<file path="config.mk">
export PLATFORM = sky130hd
export DESIGN_NAME = tlul_req_arbiter
export DESIGN_NICKNAME = d
export VERILOG_FILES = /design/src/rtl/tlul_req_arbiter.sv
export SDC_FILE = /design/constraint.sdc
export NUM_CORES = 1
export LEC_CHECK = 0
export BUFFER_PORTS_ARGS = -buffer_cell sky130_fd_sc_hd__buf_2
export CORE_AREA = 2 2 202 204
export DETAILED_ROUTE_END_ITERATION = 12
export DIE_AREA = 0 0 204 206
export HOLD_SLACK_MARGIN = 0.1
export PLACE_DENSITY_LB_ADDON = 0.1
export SKIP_CTS_REPAIR_TIMING = 1
export SLEW_MARGIN = 20
export SYNTH_ARGS = -nofsm -noshare
export SYNTH_HDL_FRONTEND = slang
export SYNTH_SLANG_ARGS = --single-unit
export TNS_END_PERCENT = 10
</file>
<file path="constraint.sdc">
create_clock -name clk -period 2.69 [get_ports clk]
set_input_delay 0.1345 -clock clk [delete_from_list [all_inputs] [get_ports clk]]
set_output_delay 0.1345 -clock clk [all_outputs]
set_load 0.02 [all_outputs]
</file>
<file path="src/rtl/tlul_req_arbiter.sv">
// tlul_req_arbiter: round-robin TL-UL A-channel arbiter for three masters, with D-channel routing by source index.
// Optional macro ADDR_DECODE_ERR_EN adds address/opcode decode and a local error responder.
module tlul_req_arbiter #(
  parameter int ADDR_WIDTH   = 32,
  parameter int DATA_WIDTH   = 32,
  parameter int MASK_WIDTH   = DATA_WIDTH / 8,
  parameter int SIZE_WIDTH   = 3,
  parameter int SRC_WIDTH    = 2,
  parameter int SINK_WIDTH   = 1,
  parameter int OPCODE_WIDTH = 3,
  parameter int PARAM_WIDTH  = 3,
  parameter logic [ADDR_WIDTH-1:0] SLAVE_BASE = 32'h0000_0000,
  parameter logic [ADDR_WIDTH-1:0] SLAVE_MASK = 32'hFFFF_F000
) (
  input  logic                      clk,
  input  logic                      reset_n,
  input  logic [2:0]                m_a_valid,
  output logic [2:0]                m_a_ready,
  input  logic [3*OPCODE_WIDTH-1:0] m_a_opcode,
  input  logic [3*PARAM_WIDTH-1:0]  m_a_param,
  input  logic [3*SIZE_WIDTH-1:0]   m_a_size,
  input  logic [3*SRC_WIDTH-1:0]    m_a_source,
  input  logic [3*ADDR_WIDTH-1:0]   m_a_address,
  input  logic [3*MASK_WIDTH-1:0]   m_a_mask,
  input  logic [3*DATA_WIDTH-1:0]   m_a_data,
  output logic [2:0]                m_d_valid,
  input  logic [2:0]                m_d_ready,
  output logic [3*OPCODE_WIDTH-1:0] m_d_opcode,
  output logic [3*PARAM_WIDTH-1:0]  m_d_param,
  output logic [3*SIZE_WIDTH-1:0]   m_d_size,
  output logic [3*SRC_WIDTH-1:0]    m_d_source,
  output logic [3*SINK_WIDTH-1:0]   m_d_sink,
  output logic [3*DATA_WIDTH-1:0]   m_d_data,
  output logic [2:0]                m_d_error,
  output logic                      s_a_valid,
  input  logic                      s_a_ready,
  output logic [OPCODE_WIDTH-1:0]   s_a_opcode,
  output logic [PARAM_WIDTH-1:0]    s_a_param,
  output logic [SIZE_WIDTH-1:0]     s_a_size,
  output logic [SRC_WIDTH-1:0]      s_a_source,
  output logic [ADDR_WIDTH-1:0]     s_a_address,
  output logic [MASK_WIDTH-1:0]     s_a_mask,
  output logic [DATA_WIDTH-1:0]     s_a_data,
  input  logic                      s_d_valid,
  output logic                      s_d_ready,
  input  logic [OPCODE_WIDTH-1:0]   s_d_opcode,
  input  logic [PARAM_WIDTH-1:0]    s_d_param,
  input  logic [SIZE_WIDTH-1:0]     s_d_size,
  input  logic [SRC_WIDTH-1:0]      s_d_source,
  input  logic [SINK_WIDTH-1:0]     s_d_sink,
  input  logic [DATA_WIDTH-1:0]     s_d_data,
  input  logic                      s_d_error,
  output logic                      err_unexpected_d
);

  typedef enum logic {IDLE = 1'b0, HOLD = 1'b1} state_e;

  state_e                  state_q, state_d;
  logic [2:0]              pending_q, pending_d;
  logic [1:0]              rr_ptr_q, rr_ptr_d;
  logic                    active_q;
  logic [3*SRC_WIDTH-1:0]  orig_src_q;
  logic [1:0]              hold_idx_q;
  logic [OPCODE_WIDTH-1:0] hold_opcode_q;
  logic [PARAM_WIDTH-1:0]  hold_param_q;
  logic [SIZE_WIDTH-1:0]   hold_size_q;
  logic [ADDR_WIDTH-1:0]   hold_address_q;
  logic [MASK_WIDTH-1:0]   hold_mask_q;
  logic [DATA_WIDTH-1:0]   hold_data_q;

  logic [2:0] eligible;
  logic [1:0] pri1, pri2;
  logic       grant_any;
  logic [1:0] grant_idx;
  logic       accept;
  logic       req_bad;
  logic       err_block;
  logic [1:0] d_idx;
  logic [3:0] pend4;
  logic       d_hit;
  logic       d_fire;

  // Search order starts just after the last winner; rr_ptr itself is checked last.
  always_comb begin
    eligible  = m_a_valid & ~pending_q;
    pri1      = (rr_ptr_q == 2'd2) ? 2'd0 : rr_ptr_q + 2'd1;
    pri2      = (pri1 == 2'd2) ? 2'd0 : pri1 + 2'd1;
    grant_any = 1'b1;
    grant_idx = rr_ptr_q;
    if (eligible[pri1])          grant_idx = pri1;
    else if (eligible[pri2])     grant_idx = pri2;
    else if (eligible[rr_ptr_q]) grant_idx = rr_ptr_q;
    else                         grant_any = 1'b0;
  end

`ifdef ADDR_DECODE_ERR_EN
  logic                    err_pend_q;
  logic [1:0]              err_idx_q;
  logic                    err_get_q;
  logic [SIZE_WIDTH-1:0]   err_size_q;
  logic [OPCODE_WIDTH-1:0] g_opcode;
  logic [ADDR_WIDTH-1:0]   g_address;
  logic                    err_fire;

  assign g_opcode  = m_a_opcode[grant_idx*OPCODE_WIDTH +: OPCODE_WIDTH];
  assign g_address = m_a_address[grant_idx*ADDR_WIDTH +: ADDR_WIDTH];
  assign req_bad   = ((g_address & SLAVE_MASK) != SLAVE_BASE) ||
                     !((g_opcode == OPCODE_WIDTH'(0)) || (g_opcode == OPCODE_WIDTH'(1)) ||
                       (g_opcode == OPCODE_WIDTH'(4)));
  assign err_block = err_pend_q;
  assign err_fire  = err_pend_q && m_d_ready[err_idx_q];

  always_ff @(posedge clk or negedge reset_n) begin
    if (!reset_n) begin
      err_pend_q <= 1'b0;
      err_idx_q  <= 2'd0;
      err_get_q  <= 1'b0;
      err_size_q <= '0;
    end else if (accept && req_bad) begin
      err_pend_q <= 1'b1;
      err_idx_q  <= grant_idx;
      err_get_q  <= (g_opcode == OPCODE_WIDTH'(4));
      err_size_q <= m_a_size[grant_idx*SIZE_WIDTH +: SIZE_WIDTH];
    end else if (err_fire) begin
      err_pend_q <= 1'b0;
    end
  end
`else
  assign req_bad   = 1'b0;
  assign err_block = 1'b0;
`endif

  always_comb begin
    state_d   = state_q;
    pending_d = pending_q;
    rr_ptr_d  = rr_ptr_q;
    m_a_ready = 3'b000;
    s_a_valid = 1'b0;
    accept    = 1'b0;
    case (state_q)
      IDLE: begin
        if (active_q && grant_any && !err_block) begin
          m_a_ready[grant_idx] = 1'b1;
          accept               = 1'b1;
          rr_ptr_d             = grant_idx;
          pending_d[grant_idx] = 1'b1;
          if (!req_bad) state_d = HOLD;
        end
      end
      HOLD: begin
        s_a_valid = 1'b1;
        if (s_a_ready) state_d = IDLE;
      end
      default: state_d = IDLE;
    endcase
    if (d_fire) pending_d[d_idx] = 1'b0;
`ifdef ADDR_DECODE_ERR_EN
    if (err_fire) pending_d[err_idx_q] = 1'b0;
`endif
  end

  // active_q keeps every handshake output low until the first clock after reset release.
  always_ff @(posedge clk or negedge reset_n) begin
    if (!reset_n) begin
      state_q   <= IDLE;
      pending_q <= 3'b000;
      rr_ptr_q  <= 2'd2;
      active_q  <= 1'b0;
    end else begin
      state_q   <= state_d;
      pending_q <= pending_d;
      rr_ptr_q  <= rr_ptr_d;
      active_q  <= 1'b1;
    end
  end

  always_ff @(posedge clk or negedge reset_n) begin
    if (!reset_n) begin
      orig_src_q     <= '0;
      hold_idx_q     <= 2'd0;
      hold_opcode_q  <= '0;
      hold_param_q   <= '0;
      hold_size_q    <= '0;
      hold_address_q <= '0;
      hold_mask_q    <= '0;
      hold_data_q    <= '0;
    end else if (accept) begin
      orig_src_q[grant_idx*SRC_WIDTH +: SRC_WIDTH] <= m_a_source[grant_idx*SRC_WIDTH +: SRC_WIDTH];
      hold_idx_q     <= grant_idx;
      hold_opcode_q  <= m_a_opcode[grant_idx*OPCODE_WIDTH +: OPCODE_WIDTH];
      hold_param_q   <= m_a_param[grant_idx*PARAM_WIDTH +: PARAM_WIDTH];
      hold_size_q    <= m_a_size[grant_idx*SIZE_WIDTH +: SIZE_WIDTH];
      hold_address_q <= m_a_address[grant_idx*ADDR_WIDTH +: ADDR_WIDTH];
      hold_mask_q    <= m_a_mask[grant_idx*MASK_WIDTH +: MASK_WIDTH];
      hold_data_q    <= m_a_data[grant_idx*DATA_WIDTH +: DATA_WIDTH];
    end
  end

  assign s_a_opcode  = hold_opcode_q;
  assign s_a_param   = hold_param_q;
  assign s_a_size    = hold_size_q;
  assign s_a_source  = SRC_WIDTH'(hold_idx_q);
  assign s_a_address = hold_address_q;
  assign s_a_mask    = hold_mask_q;
  assign s_a_data    = hold_data_q;

  // A D beat is routed only to a master that is actually waiting on the downstream slave.
  assign d_idx = s_d_source[1:0];
  assign pend4 = {1'b0, pending_q};
`ifdef ADDR_DECODE_ERR_EN
  assign d_hit = active_q && pend4[d_idx] && !(err_pend_q && (err_idx_q == d_idx));
`else
  assign d_hit = active_q && pend4[d_idx];
`endif

  always_comb begin
    m_d_valid        = 3'b000;
    s_d_ready        = 1'b0;
    err_unexpected_d = 1'b0;
    d_fire           = 1'b0;
    m_d_source       = orig_src_q;
    m_d_opcode       = {3{s_d_opcode}};
    m_d_param        = {3{s_d_param}};
    m_d_size         = {3{s_d_size}};
    m_d_sink         = {3{s_d_sink}};
    m_d_data         = {3{s_d_data}};
    m_d_error        = {3{s_d_error}};
    if (d_hit) begin
      m_d_valid[d_idx] = s_d_valid;
      s_d_ready        = m_d_ready[d_idx];
      d_fire           = s_d_valid && m_d_ready[d_idx];
    end else if (active_q) begin
      s_d_ready        = 1'b1;
      err_unexpected_d = s_d_valid;
    end
`ifdef ADDR_DECODE_ERR_EN
    if (err_pend_q) begin
      m_d_valid[err_idx_q] = 1'b1;
      m_d_opcode[err_idx_q*OPCODE_WIDTH +: OPCODE_WIDTH] = err_get_q ? OPCODE_WIDTH'(1) : '0;
      m_d_param[err_idx_q*PARAM_WIDTH +: PARAM_WIDTH]    = '0;
      m_d_size[err_idx_q*SIZE_WIDTH +: SIZE_WIDTH]       = err_size_q;
      m_d_sink[err_idx_q*SINK_WIDTH +: SINK_WIDTH]       = '0;
      m_d_data[err_idx_q*DATA_WIDTH +: DATA_WIDTH]       = '0;
      m_d_error[err_idx_q]                               = 1'b1;
    end
`endif
  end

endmodule

</file>
==> Word level (Yosys, flattened, before mapping) <==
Cells that the tools add are included.
{ "totals": {"mem_bits_ro": 0, "ramBits": 0, "latchBits": 0, "input_bits": 292, "memories": 0, "reg_bits": 92} }
{ "op_classes": {"n_div": 0, "reduce_logical": 6, "shifts": 9, "eq_ne": 2, "n_addsub": 3, "n_bitwise": 7, "mux": 38, "multipliers": 1, "n_lt_le_gt_ge": 7} }
{ "op_table": {"columns": ["op", "count"], "rows": [
  ["96-bit by 8-bit indexed part select with 32-bit output", 2],
  ["3-bit negator with 34-bit output", 1],
  ["2-bit by 34-bit variable shift with 6-bit output (first input constant)", 1],
  ["2-bit by 34-bit indexed part select with 6-bit output", 1],
  ["9-bit by 5-bit indexed part select with 3-bit output", 3],
  ["1-bit two-way mux", 19],
  ["3-bit two-way mux", 6],
  ["2-bit by 3-bit less-than comparator with 1-bit output (second input constant)", 5],
  ["12-bit by 5-bit indexed part select with 4-bit output", 1],
  ["1-bit binary-select mux with 2-bit select", 5],
  ["3-bit AND", 3],
  ["2-bit two-way mux", 4],
  ["6-bit bitwise mux", 1],
  ["3-bit inverter", 2],
  ["6-bit by 4-bit indexed part select with 2-bit output", 1],
  ["1-bit logical AND", 5],
  ["2-bit by 1-bit adder with 2-bit output (second input constant)", 2],
  ["1-bit demux with 2-bit select", 2],
  ["2-bit equality test (second input constant)", 2],
  ["2-bit by 1-bit greater-or-equal comparator with 1-bit output (second input constant)", 2],
  ["2-bit by 2-bit multiplier with 4-bit output (second input constant)", 1],
  ["3-bit OR", 1],
  ["1-bit case mux with 2 select lines", 1],
  ["2-bit AND reduction", 1],
  ["1-bit inverter", 1]
]} }

==> Longest topological paths before layout <==
Gate-level depths: netlist of the first run.
{ "depth": {"word_depth": 17, "ltp_mapped": 7, "ltp_nobuf": 5} }

==> Worst setup path after synthesis of the first run <==
OpenSTA, ideal clock, no wires.
{ "synth_path": {"path_type": "register -> register", "startpoint": "register pending_q[1]", "endpoint": "register orig_src_q[2], in the netlist m_d_source[2]", "setup_time_ps": 125, "stages_incl_launch_ff": 6, "n_path_buf": 1, "arrival_time_ps": 1796, "period_less_slack_ps": 1921, "setup_slack_ps": 769, "t_required_ps": 2565, "path_cell_list": "dfrtp_1 > nor2b_2 > o221ai_1 > buf_4 > nor3_2 > mux2_2"} }
{ "synth_between": {"elab_chain_len": 10, "elab_cells_between_ends": 21, "cone_classes": "add/sub (1); shift (3); mux (14); bitwise (2); reduce/logical (1)"} }
{ "synth_lines": {"columns": ["item", "line_no", "rtl"], "rows": [
  ["start: declaration", "59", "logic [2:0] pending_q, pending_d;"],
  ["start signal: assignment", "171", "pending_q <= pending_d;"],
  ["3-bit inverter *", "85", "eligible = m_a_valid & ~pending_q;"],
  ["3-bit AND *", "85", null],
  ["branches (longest 8 deep; another with 3-bit negator with 34-bit output)", null, null],
  ["end signal: indexed assignment", "188", "orig_src_q[grant_idx*SRC_WIDTH +: SRC_WIDTH] <= m_a_source[grant_idx*SRC_WIDTH +: SRC_WIDTH];"],
  ["end: declaration", "62", "logic [3*SRC_WIDTH-1:0] orig_src_q;"]
]} }
Mark *: on every way between the ends. The select of a mux whose other input is x is not followed.
A chain may end at the register's enable or synchronous reset.

==> Final worst setup path of the first run <==
{ "layout_path": {"startpoint": "register pending_q[2]", "endpoint": "output port m_a_ready[0]"} }
{ "layout_between": {"elab_chain_len": 12, "elab_cells_between_ends": 21, "cone_classes": "order compare (2); mux (15); bitwise (2); reduce/logical (2)"} }
{ "layout_lines": {"columns": ["item", "line_no", "rtl"], "rows": [
  ["3-bit inverter *", "85", null],
  ["3-bit AND *", "85", null],
  ["1-bit binary-select mux with 2-bit select", "91", "else if (eligible[pri2]) grant_idx = pri2;"],
  ["1-bit two-way mux (not written as such)", "91", null],
  ["2-bit two-way mux", "91", null],
  ["2-bit two-way mux", "90", "if (eligible[pri1]) grant_idx = pri1;"],
  ["2-bit by 3-bit less-than comparator with 1-bit output (not written as such) / 2-bit by 1-bit greater-or-equal comparator with 1-bit output (equally long branches)", "143", "m_a_ready[grant_idx] = 1'b1;"],
  ["1-bit logical AND (not written as such)", "143", null],
  ["1-bit two-way mux (not written as such)", "143", null],
  ["1-bit demux with 2-bit select", "143", null],
  ["3-bit two-way mux *", "142", "if (active_q && grant_any && !err_block) begin"],
  ["3-bit two-way mux *", "140", "case (state_q)"],
  ["end: declaration", "18", "output logic [2:0] m_a_ready,"]
]} }
Mark *: on every way between the ends. The rest lies on a longest branch, timed or not. The select of a mux whose other input is x is not followed.

==> summary.log, run 1 <==
qor: worst_hold_path.timing.hold.worst_path_depth 3
qor: critical_path.worst_setup_path_start_kind flip-flop
qor: power_and_ir_drop.p_int 4720 µW
qor: floorplanning.die_area 42,000 µm²
qor: yosys.synth_cells 692
qor: cts.cts_tree built
qor: yosys.yosysTopAreaCell sky130_fd_sc_hd__dfrtp_1
qor: critical_path.arrival 2.34 ns
qor: cells_and_area.final_nets 1,345
qor: power_and_ir_drop.pwr_density_cell 927 nW/µm²
qor: sta.unrepaired_setup_endpoints_after_global_routing no
qor: critical_path.critical_path.max_fanout 11
qor: yosys.synth_top_cell_area_share 36.4%
qor: yosys.ys_seq_area_share 36.8%
qor: critical_path.worst_r2r_path_depth 5
qor: sta.layout_min_cycle_time 2.47 ns
qor: floorplanning.initial_cell_density_of_the_core 15.4%
qor: power_and_ir_drop.pwr-share-clk 16.7%
qor: cts.clock_sinks 91
qor: cts.clkSlewWorstSetupHoldPaths 0.07 ns
qor: sta.timing_max_transition_violations_final 0
qor: cts.cts_buffer_depth 2
qor: power_and_ir_drop.power.switching 4290 µW
qor: power_and_ir_drop.max-vdd-ir-drop 0.514 mV
qor: floorplanning.die_width 204 µm
qor: route.post-route-drc-count 0
qor: cells_and_area.final_cell_count_no_fill 1,592
qor: route.wl_per_cell 19.0 µm
qor: yosys.yosys-top-cells-area sky130_fd_sc_hd__dfrtp_1, sky130_fd_sc_hd__buf_4, sky130_fd_sc_hd__nand4_1
qor: critical_path.cp_data_required_time 2.56 ns
qor: power_and_ir_drop.pwr-share-seq 27.0%
qor: route.antenna_violating_nets_left 0
qor: route.wl 30,300 µm
qor: grt.grt_pass1_vias 6,294
qor: yosys.synth_most_common_cell sky130_fd_sc_hd__buf_4
qor: sta.finalSetupTns 0 ns
qor: placed_design.placedCellCount 1,396
qor: flow_run.cap_viol_max_count 0
qor: sta.post_route_skew 0.00668 ns
qor: placed_design.hpwl 20,800 µm
qor: yosys.synth_top_flop_cell sky130_fd_sc_hd__dfrtp_1
qor: critical_path.critical_path_class flip-flop to primary output
qor: floorplanning.fp.coreArea 40,200 µm²
qor: power_and_ir_drop.static-leakage-power 0.00465 µW
qor: yosys.mapped_avg_cell_area 8.95 µm²
qor: sta.headroom_to_the_max_slew_limit 37.4%
qor: cts.root_buf_cell sky130_fd_sc_hd__clkbuf_16
qor: route.total_via_count_in_the_routed_design 6,672
qor: yosys.synthArstFlopShare 100%
qor: sta.hold_viol 0
qor: sta.tightestPinTransition 0.938 ns
qor: yosys.post_synth_most_frequent_cells sky130_fd_sc_hd__buf_4, sky130_fd_sc_hd__dfrtp_1, sky130_fd_sc_hd__inv_1
qor: cts.clock_insertion_delay_worst_skew 0.36 ns
qor: floorplanning.std_cell_rows 74
qor: placed_design.io_buffers 342
qor: power_and_ir_drop.p_comb_share 56.3%
qor: grt.initial_antenna_violation_count 3
qor: cells_and_area.post_route_cells_drive_above_1_share 37.3%
qor: power_and_ir_drop.swShare 47.6%
qor: placed_design.place.gp.congestion 0.711
qor: route.drt_first_pass_iters 5
qor: yosys.syn-num-nets 984
qor: worst_hold_path.hold_class input pin to flip-flop
qor: grt.grt_usage 13.4%
qor: yosys.yosysWarningCount 0
qor: grt.grt_max_degree 84
qor: yosys.distinct_cell_type_count_after_synthesis 42
qor: sta.timing.final.crit_share 91.9%
qor: floorplanning.die_y 206 µm
qor: cts.tritoncts.num_buffers 9
qor: grt.grt_remaining_overflow 0
qor: grt.global_route_wire_length_before_repair 41,400 µm
qor: floorplanning.design.portCount 515
qor: yosys.ys_ff_latch 91
qor: cts.deepest_level_of_the_cts_h_tree 3
qor: route.drt_iter0_drc 171
qor: yosys.synth_area 6190 µm²
qor: outcome.outcome completed
qor: sta.setup-violations-final 0
qor: cells_and_area.areaGrowthSynthToFinish 57.1%
qor: route.route.detailed.vias_per_inst 4.19
qor: sta.clock.fmax 404 MHz
qor: power_and_ir_drop.power 9020 µW
qor: yosys.synth-edff-count 0
qor: critical_path.critical_path.endpoint_type primary output
-- power groups by stage --
stage	Clock [µW]	Sequential, µW	Combinational [µW]
after floorplan	0	3170	2450
after global placement	0	2480	4990
after detailed placement	0	2460	4980
after CTS	1620	2450	4980
after global routing	1650	2550	5550
final	1510	2430	5080
-- placed cells by master, fill, tap and decap left out, types with 2 or more instances in the layout --
cell and instances:
sky130_fd_sc_hd__nand2b_1 3, sky130_fd_sc_hd__o32a_1 2, sky130_fd_sc_hd__o21ai_0 79, sky130_fd_sc_hd__a21boi_0 3
sky130_fd_sc_hd__nand2_1 6, sky130_fd_sc_hd__buf_2 341, sky130_fd_sc_hd__mux2_2 4, sky130_fd_sc_hd__nand3_2 2
sky130_fd_sc_hd__mux2_1 2, sky130_fd_sc_hd__nor2_1 3, sky130_fd_sc_hd__o22ai_1 2, sky130_fd_sc_hd__nor3b_1 2
sky130_fd_sc_hd__o221ai_1 36, sky130_fd_sc_hd__bufinv_16 2, sky130_fd_sc_hd__dlygate4sd3_1 178, sky130_fd_sc_hd__diode_2 2
sky130_fd_sc_hd__inv_1 85, sky130_fd_sc_hd__o2111ai_1 41, sky130_fd_sc_hd__dfrtp_1 90, sky130_fd_sc_hd__mux2i_1 38
sky130_fd_sc_hd__nand4_1 82, sky130_fd_sc_hd__clkbuf_16 9, sky130_fd_sc_hd__buf_12 6, sky130_fd_sc_hd__buf_4 15
sky130_fd_sc_hd__clkbuf_8 2
-- path summary, 6_finish.rpt --
path / from / to / slack (ns)
min in group asynchronous: reset_n / m_d_source[0]$_DFFE_PN0P_ / 0.25
hold / removal: m_a_data[68] / s_a_data[4]$_DFFE_PN0P_ / 0.06
hold reg to reg: m_d_source[5]$_DFFE_PN0P_ / m_d_source[5]$_DFFE_PN0P_ / 0.49
max in group asynchronous: reset_n / rr_ptr_q[1]$_DFFE_PN1P_ / 1.64
setup reg to reg: pending_q[0]$_DFF_PN0_ / s_a_data[2]$_DFFE_PN0P_ / 0.46
setup / recovery: pending_q[2]$_DFF_PN0_ / m_a_ready[0] / 0.22
-- area by class of cell --
type / count / area (µm²)
clock buffers: 12 / 256
well taps: 532 / 666
inverters: 85 / 319
multi-input cells: 326 / 2410
repair buffers: 540 / 3720
clock inverters: 4 / 72.6
diodes: 2 / 5.00
fillers: 4461 / 30500
flip-flops and latches: 91 / 2280
-- state kept, by name, indices dropped and copies added (netlist names) --
register and flops:
state_q 1, pending_q 3, s_a_source 1, s_a_size 3
s_a_address 32, s_a_mask 4, s_a_opcode 3, rr_ptr_q 2
active_q 1, m_d_source 6, s_a_param 3, s_a_data 32
-- through the flow --
step,setup WS (ns),hold slack (ns),utilization (%),cell area [µm²]
global route,0.0138,0.0955,24.2,9720
floorplan,0.769,-0.161,-,6190
finish,0.217,0.0572,24.2,9720
detailed placement,0.405,0.130,18.9,7610
CTS,0.0720,-0.293,19.8,7940
global placement,0.440,0.127,18.9,7610
-- metal layers --
metal | wire (µm) | track usage (%)
met5 | 25 | 0.238
met4 | 541 | 3.11
met3 | 2640 | 6.07
met2 | 15400 | 23.5
met1 | 11700 | 14.8
-- worst max-delay path: stages (launching register included) --
cell and delay [ns]:
sky130_fd_sc_hd__dfrtp_1 0.42, sky130_fd_sc_hd__or3b_1 0.46, sky130_fd_sc_hd__a31oi_1 0.31, sky130_fd_sc_hd__nand3_2 0.36, sky130_fd_sc_hd__inv_1 0.21, sky130_fd_sc_hd__buf_2 0.21
-- logic make-up after synthesis --
kind of cell	share of synthesized area, %
other	0.0606
AO/OA/AOI/OAI	19.7
buffers and inverters	25.2
multiplexers	7.24
flip-flops	36.8
AND/OR/NAND/NOR	11.0
(Power assumes the default switching activity.)
==> run 2, diff against run 1 <==
CELL_PAD_IN_SITES_DETAIL_PLACEMENT = 0   (was unset)
CELL_PAD_IN_SITES_GLOBAL_PLACEMENT = 1   (was unset)
CORE_AREA = 2 2 200 202   (was 2 2 202 204)
DIE_AREA = 0 0 202 204   (was 0 0 204 206)
==> run 2 against run 1 <==
Via count down 3.0%. Hold slack better by 0.023 ns. Register-to-register slack got worse by 0.31 ns. Sequential share of layout area is 0.77 points higher. Non-clock buffer count shrank 38. Flip-flop and latch count stayed put. Cell area decreased by 3.2%.
==> summary.log, run 2 (same netlist as run 1, synthesis figures left out) <==
qor: route.wl 28,600 µm [was 30,300 µm]
qor: floorplanning.initial_cell_density_of_the_core 15.8% [was 15.4%]
qor: sta.clock.fmax 394 MHz [was 404 MHz]
qor: route.dr_wl_met2 14,300 µm [was 15,400 µm]
qor: route.antenna_violating_nets_left 0 [unchanged]
qor: sta.finalWorstSetupSlack 0.151 ns [was 0.217 ns]
qor: critical_path.worstPathCellList or3b_1 -> o32ai_4 -> buf_4 -> nand4_1 -> o2111ai_1 -> dlygate4sd3_1 [was or3b_1 -> a31oi_1 -> nand3_2 -> inv_1 -> buf_2]
qor: floorplanning.die_area 41,200 µm² [was 42,000 µm²]
qor: cts.deepest_level_of_the_cts_h_tree 3 [unchanged]
qor: placed_design.placement.setup.worst_slack 0.506 ns [was 0.405 ns]
qor: floorplanning.die_width 202 µm [was 204 µm]
qor: power_and_ir_drop.power 9570 µW [was 9020 µW]
qor: critical_path.critical_path.max_fanout 41 [was 11]
qor: cts.clock_insertion_delay_worst_skew 0.38 ns [was 0.36 ns]
qor: cts.tritoncts.num_buffers 9 [unchanged]
qor: route.wl_per_cell 18.5 µm [was 19.0 µm]
qor: cells_and_area.final_common_cell sky130_fd_sc_hd__buf_2 [unchanged]
qor: cells_and_area.post_route_cells_drive_above_1_share 38.3% [was 37.3%]
qor: sta.headroom_to_the_max_slew_limit 35.1% [was 37.4%]
qor: grt.initial_antenna_violation_count 2 [was 3]
qor: grt.grt_max_degree 84 [unchanged]
qor: sta.setup-violations-final 0 [unchanged]
qor: sta.tightestPinTransition 0.973 ns [was 0.938 ns]
qor: floorplanning.fp.coreArea 39,200 µm² [was 40,200 µm²]
qor: cells_and_area.top_library_cells_by_usage_in_the_layout_fill_and_taps_aside sky130_fd_sc_hd__buf_2, sky130_fd_sc_hd__dlygate4sd3_1, sky130_fd_sc_hd__dfrtp_1 [unchanged]
qor: placed_design.hpwl 20,200 µm [was 20,800 µm]
qor: power_and_ir_drop.max-vdd-ir-drop 0.506 mV [was 0.514 mV]
qor: critical_path.critical_path_class flip-flop to flip-flop [was flip-flop to primary output]
qor: route.met3_wl_post_dr 2290 µm [was 2640 µm]
qor: grt.global_route_wire_length_before_repair 40,200 µm [was 41,400 µm]
qor: route.drt_first_pass_iters 4 [was 5]
qor: floorplanning.design.portCount 515 [unchanged]
qor: route.total_via_count_in_the_routed_design 6,473 [was 6,672]
qor: cts.clkSlewWorstSetupHoldPaths 0.07 ns [about the same]
qor: sta.timing.final.crit_share 94.4% [was 91.9%]
qor: sta.hold_slack 0.0804 ns [was 0.0572 ns]
qor: sta.post_route_skew 0.0148 ns [was 0.00668 ns]
qor: sta.hold_viol 0 [unchanged]
qor: flow_run.cap_viol_max_count 0 [unchanged]
qor: placed_design.place.gp.congestion 0.694 [was 0.711]
qor: cells_and_area.final_nets 1,307 [was 1,345]
qor: cells_and_area.layout.cell_area.non_filler 9420 µm² [was 9720 µm²]
qor: critical_path.r2r_slack 0.15 ns [was 0.46 ns]
qor: power_and_ir_drop.static-leakage-power 0.00455 µW [was 0.00465 µW]
qor: floorplanning.die_y 204 µm [was 206 µm]
qor: cells_and_area.areaGrowthSynthToFinish 52.1% [was 57.1%]
qor: grt.grt_pass1_vias 6,257 [was 6,294]
qor: route.route.detailed.vias_per_inst 4.18 [was 4.19]
qor: cts.clock_sinks 91 [unchanged]
qor: grt.grt_usage 13.1% [was 13.4%]
qor: critical_path.critical_path.endpoint_type flip-flop [was primary output]
qor: critical_path.slowest_delay 0.57 ns [was 0.46 ns]
qor: critical_path.arrival 2.84 ns [was 2.34 ns]
qor: outcome.outcome completed [unchanged]
qor: critical_path.worst_setup_path_start_kind flip-flop [unchanged]
qor: sta.layout_min_cycle_time 2.54 ns [was 2.47 ns]
qor: route.post-route-drc-count 0 [unchanged]
qor: placed_design.io_buffers 342 [unchanged]
qor: route.drt_iter0_drc 193 [was 171]
qor: power_and_ir_drop.pwr_density_cell 1020 nW/µm² [was 927 nW/µm²]
qor: critical_path.slowest_stage sky130_fd_sc_hd__dlygate4sd3_1 [was sky130_fd_sc_hd__or3b_1]
qor: route.m1WireLength 11,600 µm [was 11,700 µm]
qor: placed_design.dpl_cell_area 7610 µm² [about the same]
qor: grt.grt_remaining_overflow 0 [unchanged]
qor: cts.cts_buffer_depth 2 [unchanged]
qor: sta.timing_max_transition_violations_final 0 [unchanged]
qor: floorplanning.std_cell_rows 73 [was 74]
qor: worst_hold_path.hold_class input pin to flip-flop [unchanged]
qor: route.highest_layer met5 [unchanged]
qor: cts.cts_tree built [unchanged]
qor: cts.root_buf_cell sky130_fd_sc_hd__clkbuf_16 [unchanged]
qor: critical_path.cp_data_required_time 3.00 ns [was 2.56 ns]
-- run 2: cell types whose count changed in the layout (fill, tap and decap cells not counted) --
cell / previous run / this run
sky130_fd_sc_hd__clkbuf_8: 2 / 0
sky130_fd_sc_hd__nand3_2: 2 / 1
sky130_fd_sc_hd__buf_4: 15 / 9
sky130_fd_sc_hd__nand3_4: 0 / 1
sky130_fd_sc_hd__buf_12: 6 / 9
sky130_fd_sc_hd__clkbuf_1: 1 / 2
sky130_fd_sc_hd__clkinvlp_4: 1 / 0
sky130_fd_sc_hd__bufinv_16: 2 / 4
sky130_fd_sc_hd__dlygate4sd3_1: 178 / 143
-- run 2: final cells by class --
cell class	count	area (µm²)
clock buffer	11	233
timing repair buffer	502	3390
clock inverter	5	125
inverter	85	319
tap	525	657
sequential	91	2280
multi-input combinational	326	2410
fill	4325	29800
antenna	2	5.00
-- run 2: critical path, delay by kind of cell (launching register included) --
| family | cells | cell delay (ns) |
|---|---|---|
| simple gates | 2 | 0.61 |
| flops | 1 | 0.38 |
| buf+inv | 2 | 1.12 |
| compound gates | 2 | 0.34 |
-- run 2: path summary, 6_finish.rpt --
check / from / endpoint / cells after the start
min: m_a_data[84] / s_a_data[20]$_DFFE_PN0P_ / 3
min in group asynchronous: reset_n / m_d_source[1]$_DFFE_PN0P_ / 2
max reg2reg: pending_q[2]$_DFF_PN0_ / s_a_data[28]$_DFFE_PN0P_ / 6
max in group asynchronous: reset_n / s_a_address[14]$_DFFE_PN0P_ / 3
min reg2reg: m_d_source[5]$_DFFE_PN0P_ / m_d_source[5]$_DFFE_PN0P_ / 1
max: pending_q[2]$_DFF_PN0_ / s_a_data[28]$_DFFE_PN0P_ / 6
-- run 2: metal layers --
layer  vias to the layer above  track usage (%)
met1                      3138             15.2
met2                       239             21.9
met5                         -                0
met4                         2             4.15
met3                        55             5.64
li1                       3039                -
-- run 2: metrics by stage --
step / instances / util, % / setup TNS (ns)
2_1_floorplan: 692 / - / 0
3_3_place_gp: 1386 / 19.4 / 0
3_5_place_dp: 1386 / 19.4 / 0
4_1_cts: 1402 / 20.3 / 0
5_1_grt: 1546 / 24.0 / -0.0146
6_report: 1547 / 24.0 / 0
-- run 2: power breakdown --
part | internal (µW) | switching [µW]
registers | 2050 | 371
clock network | 1000 | 636
logic | 2150 | 3360
total | 5210 | 4360
